`src/rtl/apu_pkg.sv`:
```
// Shared types and constants for the APU channel-1 sweep unit.
package apu_pkg;

  typedef enum logic [1:0] {
    IDLE  = 2'd0,
    CALC  = 2'd1,
    CHECK = 2'd2
  } sweep_state_e;

  localparam int PERIOD_LSB = 4;
  localparam int NEG_BIT    = 3;
  localparam int SHIFT_LSB  = 0;

  localparam logic [10:0] FREQ_MAX = 11'h7FF;

  // A period field of zero behaves as eight ticks for the timer.
  function automatic logic [3:0] timer_reload(input logic [2:0] period);
    return (period == 3'd0) ? 4'd8 : {1'b0, period};
  endfunction

endpackage

```
`src/rtl/apu_sweep_calc.sv`:
```
// Combinational sweep arithmetic: shadow +/- (shadow >> shift) with overflow detect.
module apu_sweep_calc #(
  parameter int FREQ_W  = 11,
  parameter int SHIFT_W = 3
) (
  input  logic [FREQ_W-1:0]  i_shadow,
  input  logic [SHIFT_W-1:0] i_shift,
  input  logic               i_neg,
  output logic [FREQ_W-1:0]  o_new,
  output logic               o_overflow
);

  logic [FREQ_W-1:0] w_delta;
  logic [FREQ_W:0]   w_sum;

  assign w_delta = i_shadow >> i_shift;

  // Subtraction cannot underflow because delta never exceeds shadow.
  always_comb begin
    if (i_neg) begin
      w_sum = {1'b0, i_shadow} - {1'b0, w_delta};
    end else begin
      w_sum = {1'b0, i_shadow} + {1'b0, w_delta};
    end
  end

  assign o_new      = w_sum[FREQ_W-1:0];
  assign o_overflow = ~i_neg & w_sum[FREQ_W];

endmodule

```
`src/rtl/apu_sweep.sv`:
```
// Channel-1 frequency sweep: NR10/NR13/NR14 state, sweep timer and IDLE/CALC/CHECK FSM.
// Optional macro APU_SWEEP_NEG_QUIRK_EN: clearing NR10.neg after a negate calc kills the channel.
module apu_ch1_sweep
  import apu_pkg::*;
#(
  parameter int FREQ_W   = 11,
  parameter int PERIOD_W = 3,
  parameter int SHIFT_W  = 3
) (
  input  logic              clk,
  input  logic              reset,
  input  logic              apu_wr,
  input  logic              ff10,
  input  logic              ff13,
  input  logic              ff14,
  input  logic [7:0]        d,
  input  logic              sweep_tick,
  output logic [7:0]        nr10_q,
  output logic [FREQ_W-1:0] freq,
  output logic              trig,
  output logic              sweep_ovf,
  output logic              busy
);

  logic [6:0]        r_nr10;
  logic [FREQ_W-1:0] r_freq;
  logic [FREQ_W-1:0] r_shadow;
  logic [3:0]        r_timer;
  logic              r_sw_en;
  logic              r_neg_used;
  logic              r_ovf;
  logic              r_trig;
  sweep_state_e      r_state;

  logic [PERIOD_W-1:0] w_period;
  logic [SHIFT_W-1:0]  w_shift;
  logic                w_neg;
  logic                w_wr10;
  logic                w_wr13;
  logic                w_wr14;
  logic                w_reload;
  logic [3:0]          w_reload_val;
  logic [FREQ_W-1:0]   w_new;
  logic                w_overflow;
  logic                w_quirk;

  assign w_period     = r_nr10[PERIOD_LSB +: PERIOD_W];
  assign w_shift      = r_nr10[SHIFT_LSB +: SHIFT_W];
  assign w_neg        = r_nr10[NEG_BIT];
  assign w_wr10       = apu_wr & ff10;
  assign w_wr13       = apu_wr & ff13;
  assign w_wr14       = apu_wr & ff14;
  assign w_reload     = (r_timer <= 4'd1);
  assign w_reload_val = timer_reload(w_period);

`ifdef APU_SWEEP_NEG_QUIRK_EN
  assign w_quirk = w_wr10 & ~d[NEG_BIT] & w_neg & r_neg_used;
`else
  assign w_quirk = 1'b0;
`endif

  apu_sweep_calc #(
    .FREQ_W  (FREQ_W),
    .SHIFT_W (SHIFT_W)
  ) u_calc (
    .i_shadow   (r_shadow),
    .i_shift    (w_shift),
    .i_neg      (w_neg),
    .o_new      (w_new),
    .o_overflow (w_overflow)
  );

  always_ff @(posedge clk) begin
    if (reset) begin
      r_nr10     <= 7'd0;
      r_freq     <= '0;
      r_shadow   <= '0;
      r_timer    <= 4'd0;
      r_sw_en    <= 1'b0;
      r_neg_used <= 1'b0;
      r_ovf      <= 1'b0;
      r_trig     <= 1'b0;
      r_state    <= IDLE;
    end else begin
      r_trig <= w_wr14 & d[7];
      if (w_wr10) begin
        r_nr10 <= d[6:0];
      end

      // The timer runs in every state; ticks during CALC/CHECK still count down.
      if (r_trig) begin
        r_timer <= w_reload_val;
      end else if (sweep_tick) begin
        r_timer <= w_reload ? w_reload_val : r_timer - 4'd1;
      end

      if (r_trig) begin
        r_shadow   <= r_freq;
        r_sw_en    <= (w_period != '0) | (w_shift != '0);
        r_ovf      <= 1'b0;
        r_neg_used <= 1'b0;
        r_state    <= (w_shift != '0) ? CHECK : IDLE;
      end else begin
        case (r_state)
          IDLE: begin
            if (sweep_tick && w_reload && r_sw_en && (w_period != '0)) begin
              r_state <= CALC;
            end
          end
          CALC: begin
            if (w_neg) begin
              r_neg_used <= 1'b1;
            end
            if (w_overflow) begin
              r_ovf   <= 1'b1;
              r_state <= IDLE;
            end else if (w_shift != '0) begin
              r_shadow <= w_new;
              r_freq   <= w_new;
              r_state  <= CHECK;
            end else begin
              r_state <= IDLE;
            end
          end
          CHECK: begin
            if (w_neg) begin
              r_neg_used <= 1'b1;
            end
            if (w_overflow) begin
              r_ovf <= 1'b1;
            end
            r_state <= IDLE;
          end
          default: begin
            r_state <= IDLE;
          end
        endcase
        if (w_quirk) begin
          r_ovf <= 1'b1;
        end
      end

      // CPU byte writes land after the sweep writeback so they take precedence.
      if (w_wr13) begin
        r_freq[7:0] <= d;
      end
      if (w_wr14) begin
        r_freq[FREQ_W-1:8] <= d[FREQ_W-9:0];
      end
    end
  end

  assign nr10_q    = {1'b1, r_nr10};
  assign freq      = r_freq;
  assign trig      = r_trig;
  assign sweep_ovf = r_ovf;
  assign busy      = (r_state != IDLE);

endmodule
```
`config.mk`:
```
export PLATFORM = sky130hd
export DESIGN_NAME = apu_ch1_sweep
export DESIGN_NICKNAME = d
export VERILOG_FILES = /design/src/rtl/apu_pkg.sv /design/src/rtl/apu_sweep_calc.sv /design/src/rtl/apu_sweep.sv
export SDC_FILE = /design/constraint.sdc
export NUM_CORES = 1
export LEC_CHECK = 0
export CAP_MARGIN = 20
export CORE_MARGIN = 10
export CORE_UTILIZATION = 61
export DETAILED_ROUTE_END_ITERATION = 10
export HOLD_SLACK_MARGIN = 0.03
export PLACE_DENSITY_LB_ADDON = 0.25
export SLEW_MARGIN = 20
export SYNTH_ARGS = -nofsm -noshare
export SYNTH_HDL_FRONTEND = slang
export SYNTH_SLANG_ARGS = --single-unit
```
`constraint.sdc`:
```
create_clock -name clk -period 11.7 [get_ports clk]
set_clock_uncertainty 0.2 [all_clocks]
set_input_delay 1.755 -clock clk [delete_from_list [all_inputs] [get_ports clk]]
set_output_delay 1.755 -clock clk [all_outputs]
set_load 0.01 [all_outputs]
```
After elaboration in Yosys (flattened, before gate mapping)
Index checks and enable logic that the tools add are counted.

storage, ports and cells
  register bits after elaboration = 38

cells by class
  add/subtract/negate cells = 3
  order comparisons = 1
  reductions and logical operators = 21
  equality and inequality tests = 8
  mux-type cells = 17
  bitwise logic cells = 7
  shifts and indexed selects = 1

operators with widths
  cell                 number
  $mux 11              5
  $mux 4               4
  $reduce_bool 2->1    8
  $add 11x11->12       1
  $mux 12              1
  $sub 11x11->12       1
  $shr 11x3->11        1
  $mux 2               4
  $mux 8               1
  $reduce_and 4->1     2
  $ne 2x2->1 const B   3
  $reduce_bool 3->1    2
  $and 1x1->1          5
  $le 4x1->1 const B   1
  $ne 2x1->1 const B   2
  $pmux 2 s2           1
  $reduce_or 2->1      2
  $sub 4x1->4 const B  1
  $logic_and 1x1->1    3
  $logic_not 3->1      1
  $mux 3               1
  $ne 3x3->1 const B   1
  $reduce_and 3->1     1
  $eq 2x1->1 const B   1
  5 further kinds      5

Depth between registers and ports, before layout
  depth after elaboration = 8
  gate-level depth with buffers = 20

Modules after synthesis
Synthesis repeated with hierarchy kept, for this count alone.

unflattened totals
  cells, all modules = 360
  area total of the unflattened synthesis = 3,069.2 µm²

by module, submodules not included
  module          cells an instance  area an instance (µm²)  times used
  apu_ch1_sweep   223                1,853.0                 1
  apu_sweep_calc  137                1,216.2                 1

Least setup slack after synthesis
No wires, ideal clock.

  path kind = flip-flop to flip-flop
  start point = register r_nr10[1]
  end point = register r_freq[6] (netlist: freq[6])
  stages on the path, launching flop included = 19
  path slack = 7.579 ns
  arrival = 3.784 ns
  period minus slack after synthesis = 4.121 ns
  setup time = 0.137 ns
  path through = dfxtp_1 > buf_6 > mux4_2 > a211oi_2 > ha_1 > and2_1 > a21oi_1 > xor2_1 > ha_1 > a21o_1 > nand3_1 > nand2_1 > a21oi_1 > o21ai_1 > xnor2_2 > a21boi_2 > buf_6 > mux2i_1 > a211oi_1

on the way
  cells in the longest elaborated chain, start to end = 8
  elaborated cells on any way between the ends = 14
  classes of those cells = 2 x add/sub; 1 x eq/ne; 1 x shift; 6 x mux; 1 x bitwise; 3 x reduce/logical

RTL lines
  element                                           RTL line                                    source
  from (decl)                                       apu_sweep.sv:25                             logic [6:0] r_nr10;
  from (signal assigned)                            apu_sweep.sv:87                             r_nr10 <= d[6:0];
  $shr 11x3->11                                     apu_sweep_calc.sv:16                        assign w_delta = i_shadow >> i_shift;
  $add 11x11->12 or $sub 11x11->12 (tied branches)  apu_sweep_calc.sv:23, apu_sweep_calc.sv:21
  $mux 12                                           apu_sweep_calc.sv:20                        if (i_neg) begin
  $mux 11                                           apu_sweep.sv:117                            end else if (w_shift != '0) begin
  $mux 11                                           apu_sweep.sv:114                            if (w_overflow) begin
  $mux 11                                           apu_sweep.sv:104                            case (r_state)
  $mux 11                                           apu_sweep.sv:97                             if (r_trig) begin
  $mux 8                                            apu_sweep.sv:144                            if (w_wr13) begin
  to (signal assigned)                              apu_sweep.sv:119                            r_freq <= w_new;
  to (signal, indexed assignment)                   apu_sweep.sv:148                            r_freq[FREQ_W-1:8] <= d[FREQ_W-9:0];
  to (decl)                                         apu_sweep.sv:26                             logic [FREQ_W-1:0] r_freq;

Parallel ways exist; a longest one is shown, timed or not. The select of a mux whose other input is x is not followed.
A chain may end at the register's enable or synchronous reset.

Worst setup path in the final report
Ends and elaborated chain as after synthesis.

==> qor_table.md <==
| Parameter | Value |
|---|---|
| Hold-fix buffers, CTS | 0 |
| Cts bufs inserted | 5 |
| Buffers on Ports | 35 |
| Nets in the synthesized netlist | 406 |
| Synth area leaders | dfxtp_1 (25%), mux2i_1 (7.3%), ha_1 (6.6%), a21oi_1 (5.9%), nor2_1 (5.3%) |
| Ordered list of cells on the worst path | mux4_2 -> a211oi_2 -> a21boi_4 -> nor2_1 -> xor2_1 -> ha_1 -> a21o_1 -> a21oi_1 -> o21ai_1 -> a21oi_1 -> o21ai_1 -> xnor2_2 -> a21boi_2 -> mux2i_1 -> a211oi_1 |
| Leakage power summed over all cells | 0.001291 uW |
| Final-report max-slew violation count | 0 |
| Number of nets in the layout | 427 |
| Type of the worst setup path | flop to flop |
| Pin count of the biggest net entering global routing | 36 |
| Effective utilization at floorplan | 0.6340 |
| Worst min-delay path class | flop to flop |
| Tightest Pin Transition | 0.8748 ns |
| Number of unique standard cell types used by synthesis | 58 |
| Share of async-settable or async-resettable flops after synthesis | 0 |
| Root Driver | clkbuf_8 |
| Vias in the first global route | 2699 |
| Maximum capacitance violations | 0 |
| Status | finished, final reports clean |
| H-tree Lvls | 2 |
| Setup_tns | 0 ns |
| Clock latency on the worst-skew pair | 0.29 ns |
| Final weighted congestion in routability-driven placement | 0.9390 |
| Core area | 4786 um^2 |
| Required time of the worst setup path | 11.70 ns |
| Share of the synthesized area in the top cell type | 0.2507 |
| Wire length of the first global-routing pass | 13090 um |
| Post-Synthesis Cell Area | 3034 um^2 |
| Cell count after placement | 455 |
| Starting DRC count in detailed routing | 217 |
| Post-synthesis sequential element count | 38 |
| Kind of launch point of the worst setup path | flop |
| Number of warnings reported in the yosys synthesis log | 0 |
| Largest incremental delay on the critical path | 0.69 ns |
| Layout cell share with drive strength beyond 1 | 0.07828 |
| Hold Violations, Final | 0 |
| Number of sinks handled by clock tree synthesis | 38 |
| Die outline width | 90.53 um |
| Final Cycle Share | 0.4349 |
| Count of inserted antenna diode cells | 0 |
| Total wire length | 7770 um |
| Total global routing track utilization | 0.1882 |
| Estimated wirelength of the detail-placed design | 5901 um |
| Row cnt | 25 |
| Via count | 2821 |
| Setup repair after global routing missed its margin | false |
| Post-Synthesis Cells | 374 |
| Clock transition at the registers of the reported paths | 0.07 ns |
| Count of TritonRoute iterations in the first routing pass | 5 |
| Crit Path Max Fanout | 14 |
| Number of fill cells in the layout | 393 |
| Mean routed wirelength per cell | 16.78 um |
| Number of enable flip-flop cells after synthesis | 0 |
| Final Critical Period | 5.089 ns |
| Post-CTS setup buffer count | 0 |
| Pwr Density | 120.7 nW/um^2 |
| Final setup violation count | 0 |
| I/O pin cnt | 37 |
| Fmax | 196.5 MHz |
| Via density per instance | 6.093 |
| Largest area contributor in the netlist | dfxtp_1 |
| Residual DRC | 0 |
| WP data arrival | 5.08 ns |
| Share of synthesized area occupied by flip-flops and latches | 0.2507 |
| Chip height | 90.53 um |
| Relative area change from synthesis to final layout | 14.35% |
| Detail Route Antenna Nets | 0 |
| CP Capture Type | flop |
| Synthesized area divided by synthesized cell count | 8.113 um^2 |
| Relative slew slack | 0.4134 |
| Post-layout instance count excluding filler cells | 463 |
| Most common flop cell mapped by yosys | dfxtp_1 |
| Clock Path Buffers | 2 |
| Number of antenna violations at the first check in global routing | 0 |
| GRT overflow | 0 |
| Die area | 8195 um^2 |
| CTS resizes | 0 |
| CTS tree | done |
| Cell type of the slowest stage on the worst timing path | a21boi_2 |
| Worst voltage drop across the vdd grid | 0.0001148 V |
cell usage in the layout (no fill, tap or decap), drive strengths merged, types with 2 or more instances in the layout:
| master | synthesis | layout |
|---|---|---|
| a211oi | 11 | 11 |
| nand4b | 3 | 3 |
| nor3b | 6 | 6 |
| mux2i | 22 | 22 |
| o21bai | 3 | 3 |
| and3 | 2 | 2 |
| o21ai | 11 | 11 |
| nor2b | 11 | 11 |
| xor2 | 9 | 9 |
| a21boi | 3 | 3 |
| nor2 | 43 | 43 |
| a31oi | 5 | 5 |
| nand3 | 11 | 11 |
| nor3 | 9 | 9 |
| mux2 | 3 | 3 |
| xnor2 | 12 | 12 |
| clkdlybuf4s50 | 0 | 35 |
| dfxtp | 38 | 38 |
| nand2b | 4 | 4 |
| a21oi | 37 | 37 |
| nand2 | 38 | 38 |
| buf | 14 | 4 |
| clkbuf | 11 | 7 |
| o211ai | 3 | 3 |
| inv | 14 | 14 |
| a21o | 5 | 5 |
| o22ai | 3 | 3 |
| a2111oi | 8 | 8 |
| ha | 16 | 16 |
| a311oi | 2 | 2 |
routing by layer:
metal,GRT usage,up-vias,routed length (um)
met3,0.04406,18,518
met2,0.3041,111,3624
met1,0.2348,1316,3412
met5,0,-,0
li1,-,1376,-
met4,0.07294,0,213
registers in the layout (all words and copies together) (netlist names):
name and flops:
freq 11, r_sw_en 1, trig 1, r_nr10 7, r_shadow 11, r_state 2, sweep_ovf 1, r_timer 4
cells by family (layout without fill, tap and decap cells):
| family | after synthesis | after routing | synth area share |
|---|---|---|---|
| other | 1 | 1 | 0.001236 |
| adders and majority gates | 17 | 17 | 0.07258 |
| AOI/OAI and AO/OA | 98 | 98 | 0.2516 |
| buffers and inverters | 39 | 61 | 0.06186 |
| xor gates and xnor gates | 21 | 21 | 0.06309 |
| muxes | 26 | 26 | 0.09113 |
| DFF | 38 | 38 | 0.2507 |
| and+or+nand+nor | 134 | 134 | 0.2078 |
final cells by class:
cell class	instances	area [um^2]	share of cell area
multi-input combinational	297	2086	0.6012
sequential	38	760.7	0.2193
timing repair buffer	39	380.4	0.1096
tap	67	83.83	0.02416
clock buffer	7	76.32	0.02200
inverter	14	52.55	0.01515
clock inverter	1	30.03	0.008655
final timing paths:
path	startpoint	to	slack, ns	cells past startpoint
setup reg to reg	r_nr10[1]	freq[6]	6.61	15
hold reg to reg	r_state[0]	r_state[0]	0.29	2
setup / recovery	r_nr10[1]	freq[6]	6.61	15
hold / removal	r_state[0]	r_state[0]	0.29	2
worst max-delay path: cells and delay by family (launching register included):
| kind | cells | cell delay, ns |
|---|---|---|
| flops | 1 | 0.67 |
| xor+xnor | 2 | 0.42 |
| fa+ha+maj | 1 | 0.31 |
| compound gates | 9 | 2.51 |
| mux | 2 | 0.79 |
| simple gates | 1 | 0.08 |
metrics by stage:
| stage | utilization | area (um^2) | hold slack [ns] | worst slack, ns | total power, uW |
|---|---|---|---|---|---|
| after global placement | 0.7027 | 3363 | 0.2680 | 6.844 | 306.5 |
| final | 0.7250 | 3470 | 0.2858 | 6.611 | 418.9 |
| after detailed placement | 0.7027 | 3363 | 0.2763 | 6.695 | 308.4 |
| after floorplan | - | 3034 | 0.2512 | 7.579 | 266.4 |
| after global routing | 0.7250 | 3470 | 0.3129 | 6.222 | 442.6 |
| after CTS | 0.7250 | 3470 | 0.2874 | 6.669 | 417.8 |
power breakdown:
group	switching [uW]	leakage, uW	internal, uW	total (uW)
Clock	44.3	0.0000524	63.8	108
Sequential	11.0	0.000311	137	148
Combinational	94.2	0.000928	68.6	163
Total	150	0.00129	269	419
cells in the mapped netlist (3+ instances only):
cell        n
a2111oi_2   6
a211oi_1   10
a21o_1      4
a21oi_1    36
a31oi_1     5
buf_2       6
buf_4       3
buf_6       3
clkbuf_1   11
dfxtp_1    38
ha_1       16
inv_1      14
mux2_2      3
mux2i_1    22
nand2_1    38
nand2b_1    4
nand3_1    11
nand4b_1    3
nor2_1     43
nor2b_1    11
nor3_1      9
nor3b_1     6
o211ai_1    3
o21ai_0     6
o21ai_1     4
o21bai_1    3
o22ai_1     3
xnor2_1    11
xor2_1      9
(Power assumes the default switching activity.)
